File: src/rtl/mistral_div_pkg.sv
// Shared types and defaults for the sequential restoring divider.
package mistral_div_pkg;

    localparam int DIV_WIDTH_DEFAULT = 27;

    typedef enum logic [1:0] {
        ST_IDLE = 2'd0,
        ST_CALC = 2'd1,
        ST_FIX  = 2'd2,
        ST_DONE = 2'd3
    } div_state_e;

endpackage

File: src/rtl/mistral_div_step.sv
// One radix-2 restoring division step on unsigned magnitudes.
module mistral_div_step #(
    parameter int WIDTH = 27
) (
    input  logic [WIDTH-1:0] rem_i,
    input  logic             bit_i,
    input  logic [WIDTH-1:0] div_i,
    output logic [WIDTH-1:0] rem_o,
    output logic             q_o
);

    logic [WIDTH-1:0] shifted_s;
    logic [WIDTH-1:0] diff_s;
    logic             ge_s;

    // The shifted-out MSB is an implicit carry: when set, the shifted value always exceeds the divisor.
    always_comb begin
        shifted_s = {rem_i[WIDTH-2:0], bit_i};
        diff_s    = shifted_s - div_i;
        ge_s      = rem_i[WIDTH-1] | (shifted_s >= div_i);
        q_o       = ge_s;
        if (ge_s) begin
            rem_o = diff_s;
        end else begin
            rem_o = shifted_s;
        end
    end

endmodule

File: src/rtl/mistral_seq_div.sv
// Sequential signed/unsigned divider: magnitude restoring core, one bit per cycle,
// sign fix-up in a dedicated cycle, result held until the consumer accepts it.
module mistral_seq_div
    import mistral_div_pkg::*;
#(
    parameter int WIDTH  = DIV_WIDTH_DEFAULT,
    parameter bit SIGNED = 1'b1
) (
    input  logic             CLK,
    input  logic             ARST,
    input  logic             IN_VALID,
    output logic             IN_READY,
    input  logic [WIDTH-1:0] A,
    input  logic [WIDTH-1:0] B,
    output logic             OUT_VALID,
    input  logic             OUT_READY,
    output logic [WIDTH-1:0] Q,
    output logic [WIDTH-1:0] R,
    output logic             DIV_ZERO
);

    localparam int               CW       = (WIDTH > 1) ? $clog2(WIDTH) : 1;
    localparam logic [CW-1:0]    CNT_LAST = CW'(WIDTH - 1);
    localparam logic [CW-1:0]    CNT_ONE  = {{(CW-1){1'b0}}, 1'b1};
    localparam logic [CW-1:0]    CNT_ZERO = {CW{1'b0}};
    localparam logic [WIDTH-1:0] W_ZERO   = {WIDTH{1'b0}};
    localparam logic [WIDTH-1:0] W_ONES   = {WIDTH{1'b1}};
    localparam logic [WIDTH-1:0] W_ONE    = {{(WIDTH-1){1'b0}}, 1'b1};

    function automatic logic [WIDTH-1:0] cond_neg(input logic [WIDTH-1:0] x, input logic neg);
        if (neg) begin
            return (~x) + W_ONE;
        end else begin
            return x;
        end
    endfunction

    div_state_e       state_q, state_d;
    logic [CW-1:0]    cnt_q, cnt_d;
    logic [WIDTH-1:0] rem_q, rem_d;
    logic [WIDTH-1:0] quo_q, quo_d;
    logic [WIDTH-1:0] dvs_q, dvs_d;
    logic             qneg_q, qneg_d;
    logic             rneg_q, rneg_d;
    logic             dz_q, dz_d;
    logic [WIDTH-1:0] q_res_q, q_res_d;
    logic [WIDTH-1:0] r_res_q, r_res_d;
    logic             dz_res_q, dz_res_d;

    logic             a_neg_s;
    logic             b_neg_s;
    logic [WIDTH-1:0] step_rem_s;
    logic             step_q_s;

    assign a_neg_s = SIGNED & A[WIDTH-1];
    assign b_neg_s = SIGNED & B[WIDTH-1];

    // quo_q starts as the dividend magnitude; its MSB feeds each step while quotient bits shift in at the LSB.
    mistral_div_step #(
        .WIDTH (WIDTH)
    ) u_step (
        .rem_i (rem_q),
        .bit_i (quo_q[WIDTH-1]),
        .div_i (dvs_q),
        .rem_o (step_rem_s),
        .q_o   (step_q_s)
    );

    // Next-state and datapath updates for the IDLE/CALC/FIX/DONE sequence.
    always_comb begin
        state_d  = state_q;
        cnt_d    = cnt_q;
        rem_d    = rem_q;
        quo_d    = quo_q;
        dvs_d    = dvs_q;
        qneg_d   = qneg_q;
        rneg_d   = rneg_q;
        dz_d     = dz_q;
        q_res_d  = q_res_q;
        r_res_d  = r_res_q;
        dz_res_d = dz_res_q;
        case (state_q)
            ST_IDLE: begin
                if (IN_VALID) begin
                    state_d = ST_CALC;
                    cnt_d   = CNT_LAST;
                    rem_d   = W_ZERO;
                    quo_d   = cond_neg(A, a_neg_s);
                    dvs_d   = cond_neg(B, b_neg_s);
                    qneg_d  = a_neg_s ^ b_neg_s;
                    rneg_d  = a_neg_s;
                    dz_d    = (B == W_ZERO);
                end else begin
                    state_d = ST_IDLE;
                end
            end
            ST_CALC: begin
                rem_d = step_rem_s;
                quo_d = {quo_q[WIDTH-2:0], step_q_s};
                if (cnt_q == CNT_ZERO) begin
                    state_d = ST_FIX;
                end else begin
                    cnt_d = cnt_q - CNT_ONE;
                end
            end
            ST_FIX: begin
                // Divide-by-zero reports all ones regardless of sign; remainder fix-up restores A.
                if (dz_q) begin
                    q_res_d = W_ONES;
                end else begin
                    q_res_d = cond_neg(quo_q, qneg_q);
                end
                r_res_d  = cond_neg(rem_q, rneg_q);
                dz_res_d = dz_q;
                state_d  = ST_DONE;
            end
            ST_DONE: begin
                if (OUT_READY) begin
                    state_d = ST_IDLE;
                end else begin
                    state_d = ST_DONE;
                end
            end
            default: begin
                state_d = ST_IDLE;
            end
        endcase
    end

    // State and datapath registers, cleared asynchronously.
    always_ff @(posedge CLK or posedge ARST) begin
        if (ARST) begin
            state_q  <= ST_IDLE;
            cnt_q    <= CNT_ZERO;
            rem_q    <= W_ZERO;
            quo_q    <= W_ZERO;
            dvs_q    <= W_ZERO;
            qneg_q   <= 1'b0;
            rneg_q   <= 1'b0;
            dz_q     <= 1'b0;
            q_res_q  <= W_ZERO;
            r_res_q  <= W_ZERO;
            dz_res_q <= 1'b0;
        end else begin
            state_q  <= state_d;
            cnt_q    <= cnt_d;
            rem_q    <= rem_d;
            quo_q    <= quo_d;
            dvs_q    <= dvs_d;
            qneg_q   <= qneg_d;
            rneg_q   <= rneg_d;
            dz_q     <= dz_d;
            q_res_q  <= q_res_d;
            r_res_q  <= r_res_d;
            dz_res_q <= dz_res_d;
        end
    end

    assign IN_READY  = (state_q == ST_IDLE);
    assign OUT_VALID = (state_q == ST_DONE);
    assign Q         = q_res_q;
    assign R         = r_res_q;
    assign DIV_ZERO  = dz_res_q;

endmodule

File: config.mk
export PLATFORM = sky130hd
export DESIGN_NAME = mistral_seq_div
export DESIGN_NICKNAME = d
export VERILOG_FILES = /design/src/rtl/mistral_div_pkg.sv /design/src/rtl/mistral_div_step.sv /design/src/rtl/mistral_seq_div.sv
export SDC_FILE = /design/constraint.sdc
export NUM_CORES = 1
export LEC_CHECK = 0
export BUFFER_PORTS_ARGS = -buffer_cell sky130_fd_sc_hd__buf_2
export CAP_MARGIN = 15
export CORE_MARGIN = 4
export CORE_UTILIZATION = 50
export CTS_BUF_LIST = sky130_fd_sc_hd__clkbuf_16
export CTS_CLUSTER_DIAMETER = 50
export DETAILED_ROUTE_END_ITERATION = 8
export GPL_TIMING_DRIVEN = 0
export PLACE_DENSITY = 0.71
export SYNTH_ARGS = -nofsm -noshare
export SYNTH_HDL_FRONTEND = slang
export SYNTH_SLANG_ARGS = --single-unit
File: constraint.sdc
create_clock -name CLK -period 4.6 [get_ports CLK]
set_input_delay 0.23 -clock CLK [delete_from_list [all_inputs] [get_ports CLK]]
set_output_delay 0.23 -clock CLK [all_outputs]
set_load 0.02 [all_outputs]
# [Yosys cells after proc, flatten, opt, wreduce, memory -nomap -nowiden]
# Cells that the tools add are included.
# W data, S select, Z words.
[op_classes] n_addsub=6 multipliers=0 n_div=0 magnitude_cmp=1 eq_ne=6 n_shift=0 muxes=17 n_bitwise=6 reduce_logical=7
[op_table] op="$mux W27" count=8
[op_table] op="$add A27 B1 Y27 const B" count=4
[op_table] op="$not A27 Y27" count=4
[op_table] op="$pmux W27 S2" count=2
[op_table] op="$ge A27 B27 Y1" count=1
[op_table] op="$logic_not A27 Y1" count=1
[op_table] op="$sub A27 B27 Y27" count=1
[op_table] op="$mux W5" count=2
[op_table] op="$pmux W5 S2" count=1
[op_table] op="$pmux W2 S4" count=1
[op_table] op="$ne A2 B2 Y1 const B" count=3
[op_table] op="$logic_not A5 Y1" count=1
[op_table] op="$sub A5 B1 Y5 const B" count=1
[op_table] op="$eq A2 B2 Y1 const B" count=2
[op_table] op="$mux W2" count=2
[op_table] op="$reduce_and A2 Y1" count=2
[op_table] op="$reduce_and A3 Y1" count=1
[op_table] op="$eq A2 B1 Y1 const B" count=1
[op_table] op="$logic_not A2 Y1" count=1
[op_table] op="$reduce_bool A2 Y1" count=1
[op_table] op="$mux W1" count=1
[op_table] op="$or A1 B1 Y1" count=1
[op_table] op="$xor A1 B1 Y1" count=1
[word_totals] register_bits=146 latch_bits=0 ramBits=0 mem_bits_ro=0 input_bits=58 out_inout_bits=57 word_cells=54 memories=0

# [Logic depth before layout (Yosys ltp)]
[logic_depth] word_depth=5 depth_mapped=13

# [Cells and area by module]
# Synthesis repeated with hierarchy kept, for this count alone.
[unflattened] hier_cells=1182 hier_area_um2=9909.5
[modules_own_cells] mod="mistral_seq_div" instances=1 cells_each=877 area_each_um2=7956.4 seq_area_each_um2=3653.5
[modules_own_cells] mod="mistral_div_step" instances=1 cells_each=305 area_each_um2=1953.1 seq_area_each_um2=0.0

# [Least setup slack after synthesis]
# OpenSTA, ideal clock, no wires.
[synth_timing] kind="flip-flop to flip-flop" start="reg rem_q[5]" end="reg rem_q[10]" setup_ns=0.133 t_arrival_ns=2.927 t_required_ns=4.467 path_slack_ns=1.540 stages_incl_launch_ff=11 period_less_slack_ns=3.060 cell_sequence="dfrtp_1 ha_1 a2111o_1 o21ai_0 nand4_1 a311oi_1 o21ai_1 nand2_2 buf_2 mux2i_1 o21ai_0"
[synth_via] elab_chain_len=4 word_cells_on_any_way=5
[synth_lines] item="start: declaration" line_no="mistral_seq_div.sv:40" text="logic [WIDTH-1:0] rem_q, rem_d;"
[synth_lines] item="start signal: assignment" line_no="mistral_seq_div.sv:147" text="rem_q <= rem_d;"
[synth_lines] item="$ge A27 B27 Y1" line_no="mistral_div_step.sv:20" text="ge_s = rem_i[WIDTH-1] | (shifted_s >= div_i);"
[synth_lines] item="$or A1 B1 Y1" line_no="mistral_div_step.sv:20"
[synth_lines] item="$mux W27 (*)" line_no="mistral_div_step.sv:22" text="if (ge_s) begin"
[synth_lines] item="$pmux W27 S2 (*)" line_no="mistral_seq_div.sv:82" text="case (state_q)"
# Every way passes the cells marked *; elsewhere a longest branch is shown, timed or not.
# A chain may end at the register's enable or synchronous reset.

# [Worst setup path after layout]
[layout_timing] start="reg rem_q[5]" end="reg rem_q[14]"
# Same word-level chain as after synthesis.

==> impl_metrics.yaml <==
final_layout:
  drive_gt1_share_pct: 13.4
  final_nets: 1277
  final_cell_area_um2: 10700
  fillers: 1629
  final_util_pct: 59.2
  areaGrowthSynthToFinish_pct: 16.3
  diodes: 0
synthesis:
  netlist_area_um2: 9180
  synth_cells: 1051
  synth-edff-count: 0
  ys_types: 55
  yosysSeqAreaShare_pct: 39.8
  synth_top_area_share_pct: 39.8
  synth_commonest_cells: "146 x dfrtp_1, 144 x o21ai_0, 121 x nand2_1"
  synth.most_common_cell: "dfrtp_1"
  ys.flop_type: "dfrtp_1"
  synth_area_leaders: "dfrtp_1 40%, xor2_1 9.7%, o21ai_0 7.9%"
  async_flop_share_pct: 100
  synth_top_area_cell: "dfrtp_1"
  yosysWarnings: 0
  ys_ff_latch: 146
  avgSynthCellArea_um2: 8.73
  synth_nets: 1143
clock_network:
  cts_setup_buffers: 0
  clk_pin_slew_ns: 0.06
  numClockSinks: 146
  post_cts_resized: 0
  clk_latency_ns: 0.43
  htreeDepth: 4
  cts_tree: "built"
  cts_max_path_buffers: 2
  numCtsBuffers: 17
  clockRootBuffer: "clkbuf_16"
floorplan:
  start_util_pct: 50.9
  die-height_um: 143
  pin_count: 115
  die_w_um: 143
  die_area_um2: 20600
  placementRows: 49
  core_area_um2: 18000
timing:
  fmax_mhz: 261
  hold_viol: 0
  finalClockSkew_ns: 0.0109
  tightest_slew_ns: 0.749
  slew_violations: 0
  relSlewSlack_pct: 48.8
  fin_crit_ns: 3.84
  layout_worst_path_cycle_share_pct: 83.4
  finalSetupViolCount: 0
  rsz0062_at_grt: "false"
drt:
  wl_per_cell_um: 16.4
  drtIter0Drc: 529
  drt_wl_total_um: 23400
  vias: 8075
  drc: 0
  drtPass1Iterations: 6
  vias_per_cell: 5.66
  ant_nets: 0
power_and_ir_drop:
  ir_drop_uv: 363
  p_int_uw: 4880
  swShare_pct: 46.8
  combPwrFrac_pct: 56.5
  p_leak_uw: 0.00475
  p_sw_uw: 4290
  p_seq_share_pct: 28.2
  p_per_area_nw_per_um2: 859
  power_frac_clock_pct: 15.3
setup_path:
  worstSetupPathType: "flop to flop"
  crit_path_start_kind: "flop"
  rr_worst_depth: 10
  cp.arrival_ns: 4.12
  reg2reg_from: "rem_q[5]"
  crit_fanout: 10
  crit_required_ns: 4.89
  r2r-end: "rem_q[14]"
  r2r_slack_ns: 0.76
  cp-end-kind: "flop"
placed_design:
  dp_hpwl_um: 18100
  gp_congestion: 0.894
  placed_area_um2: 10100
  io_buffers: 112
hold_path:
  holdCritStartpoint: "B[24]"
  holdCritPathClass: "input port to flop"
  holdPathStages: 3
  holdPathEnd: "dvs_q[24]"
global_routing:
  grt_max_degree: 94
  antenna_found_initial: 0
  grt_pass1_wl_um: 38000
  overflow: 0
  grtUsageTotal_pct: 23.2
  grt_pass1_vias: 7416
flow_run:
  maxCapViolCount: 0
run_status:
  status: "completed"
## layout make-up
type	instances	area (um2)	share of cell area (%)
multi-input cells	808	5160	48.3
flip-flops and latches	146	3650	34.2
repair buffers	115	608	5.70
clock buffers	17	425	3.99
well taps	229	287	2.68
plain buffers	54	205	1.92
clock inverters	15	168	1.57
inverters	43	166	1.56
## registers in the layout, indices dropped and copies added, names as in the netlist
name / cells
DIV_ZERO: 1
dvs_q: 27
rem_q: 27
R: 27
dz_q: 1
Q: 27
cnt_q: 5
state_q: 2
quo_q: 27
qneg_q: 1
rneg_q: 1
## what timing repair did
| action | CTS | global route |
|---|---|---|
| endpoints found under the hold margin | 54 | 0 |
| hold buffers | 2 | 0 |
| endpoints found under the setup margin | 0 | 0 |
## worst max-delay path by stage
stage | from | to | depth (start not counted)
detailed placement | rem_q[5] | rem_q[14] | 10
finish | rem_q[5] | rem_q[14] | 10
global route | rem_q[5] | rem_q[10] | 11
global placement | ARST | dvs_q[9] | 2
CTS | rem_q[5] | rem_q[14] | 10
floorplan | ARST | DIV_ZERO | 1
## cells by family after synthesis
group / Yosys count / synth area share, %
multiplexers: 22 / 2.43
adder cells (fa/ha/maj): 34 / 4.72
AND/OR/NAND/NOR: 309 / 16.3
buffers and inverters: 97 / 3.99
AO/OA/AOI/OAI: 318 / 20.8
flip-flops: 146 / 39.8
XOR/XNOR: 125 / 11.9
## power by group through the flow
stage,Sequential [uW],Combinational (uW),Clock (uW)
finish,2580,5180,1400
global route,2660,5840,1470
global placement,2550,5040,0
detailed placement,2580,5120,0
CTS,2560,5160,1420
floorplan,2710,3620,0
## metal layers
| layer | global-route usage, % | vias up | part of all wire [%] |
|---|---|---|---|
| met1 | 35.0 | 3800 | 49 |
| met5 | 0 | - | 0 |
| met4 | 7.48 | 0 | 1.8 |
| li1 | - | 4028 | - |
| met3 | 3.63 | 28 | 5.5 |
| met2 | 34.0 | 219 | 43 |
## layout by cell type (no fill, tap or decap), types with 5 or more instances in the layout
cell | synthesis | layout
dfrtp_1 | 146 | 146
o21ai_0 | 144 | 144
nand2_1 | 121 | 121
buf_2 | 2 | 114
xor2_1 | 102 | 102
a21oi_1 | 61 | 61
nor2_1 | 56 | 56
clkbuf_1 | 48 | 48
inv_1 | 43 | 44
nand3_1 | 39 | 39
ha_1 | 33 | 33
o31ai_1 | 32 | 32
a22oi_1 | 25 | 25
xnor2_1 | 23 | 23
mux2i_1 | 20 | 20
or4_1 | 18 | 18
clkbuf_16 | 0 | 17
o41ai_1 | 12 | 12
a21o_1 | 12 | 12
nor2b_1 | 11 | 11
or3_1 | 10 | 10
nor4_1 | 9 | 9
nand2b_1 | 9 | 9
nor3_1 | 8 | 8
o211ai_1 | 6 | 6
nand4_1 | 5 | 5
## critical path, cell delays in order (launching register included)
cell and delay (ns):
dfrtp_1 0.45, ha_1 0.42, a2111o_1 0.43, o21ai_0 0.32, nand4_1 0.18, a311oi_1 0.57, o21ai_1 0.28, nand2_2 0.29
buf_2 0.36, mux2i_1 0.29, o21ai_0 0.10
## through the flow
step                cells  setup slack [ns]  power (uW)  hold WS (ns)  TNS, ns
CTS                  1427             0.818        9130        0.0896        0
floorplan            1051             0.447        6330         0.337        0
finish               1427             0.763        9170        0.0937        0
global placement     1392             -1.11        7600         0.440  -159.38
global route         1427             0.444        9980         0.103        0
detailed placement   1393             0.838        7710         0.316        0
Power figures use the tool's default switching activity.
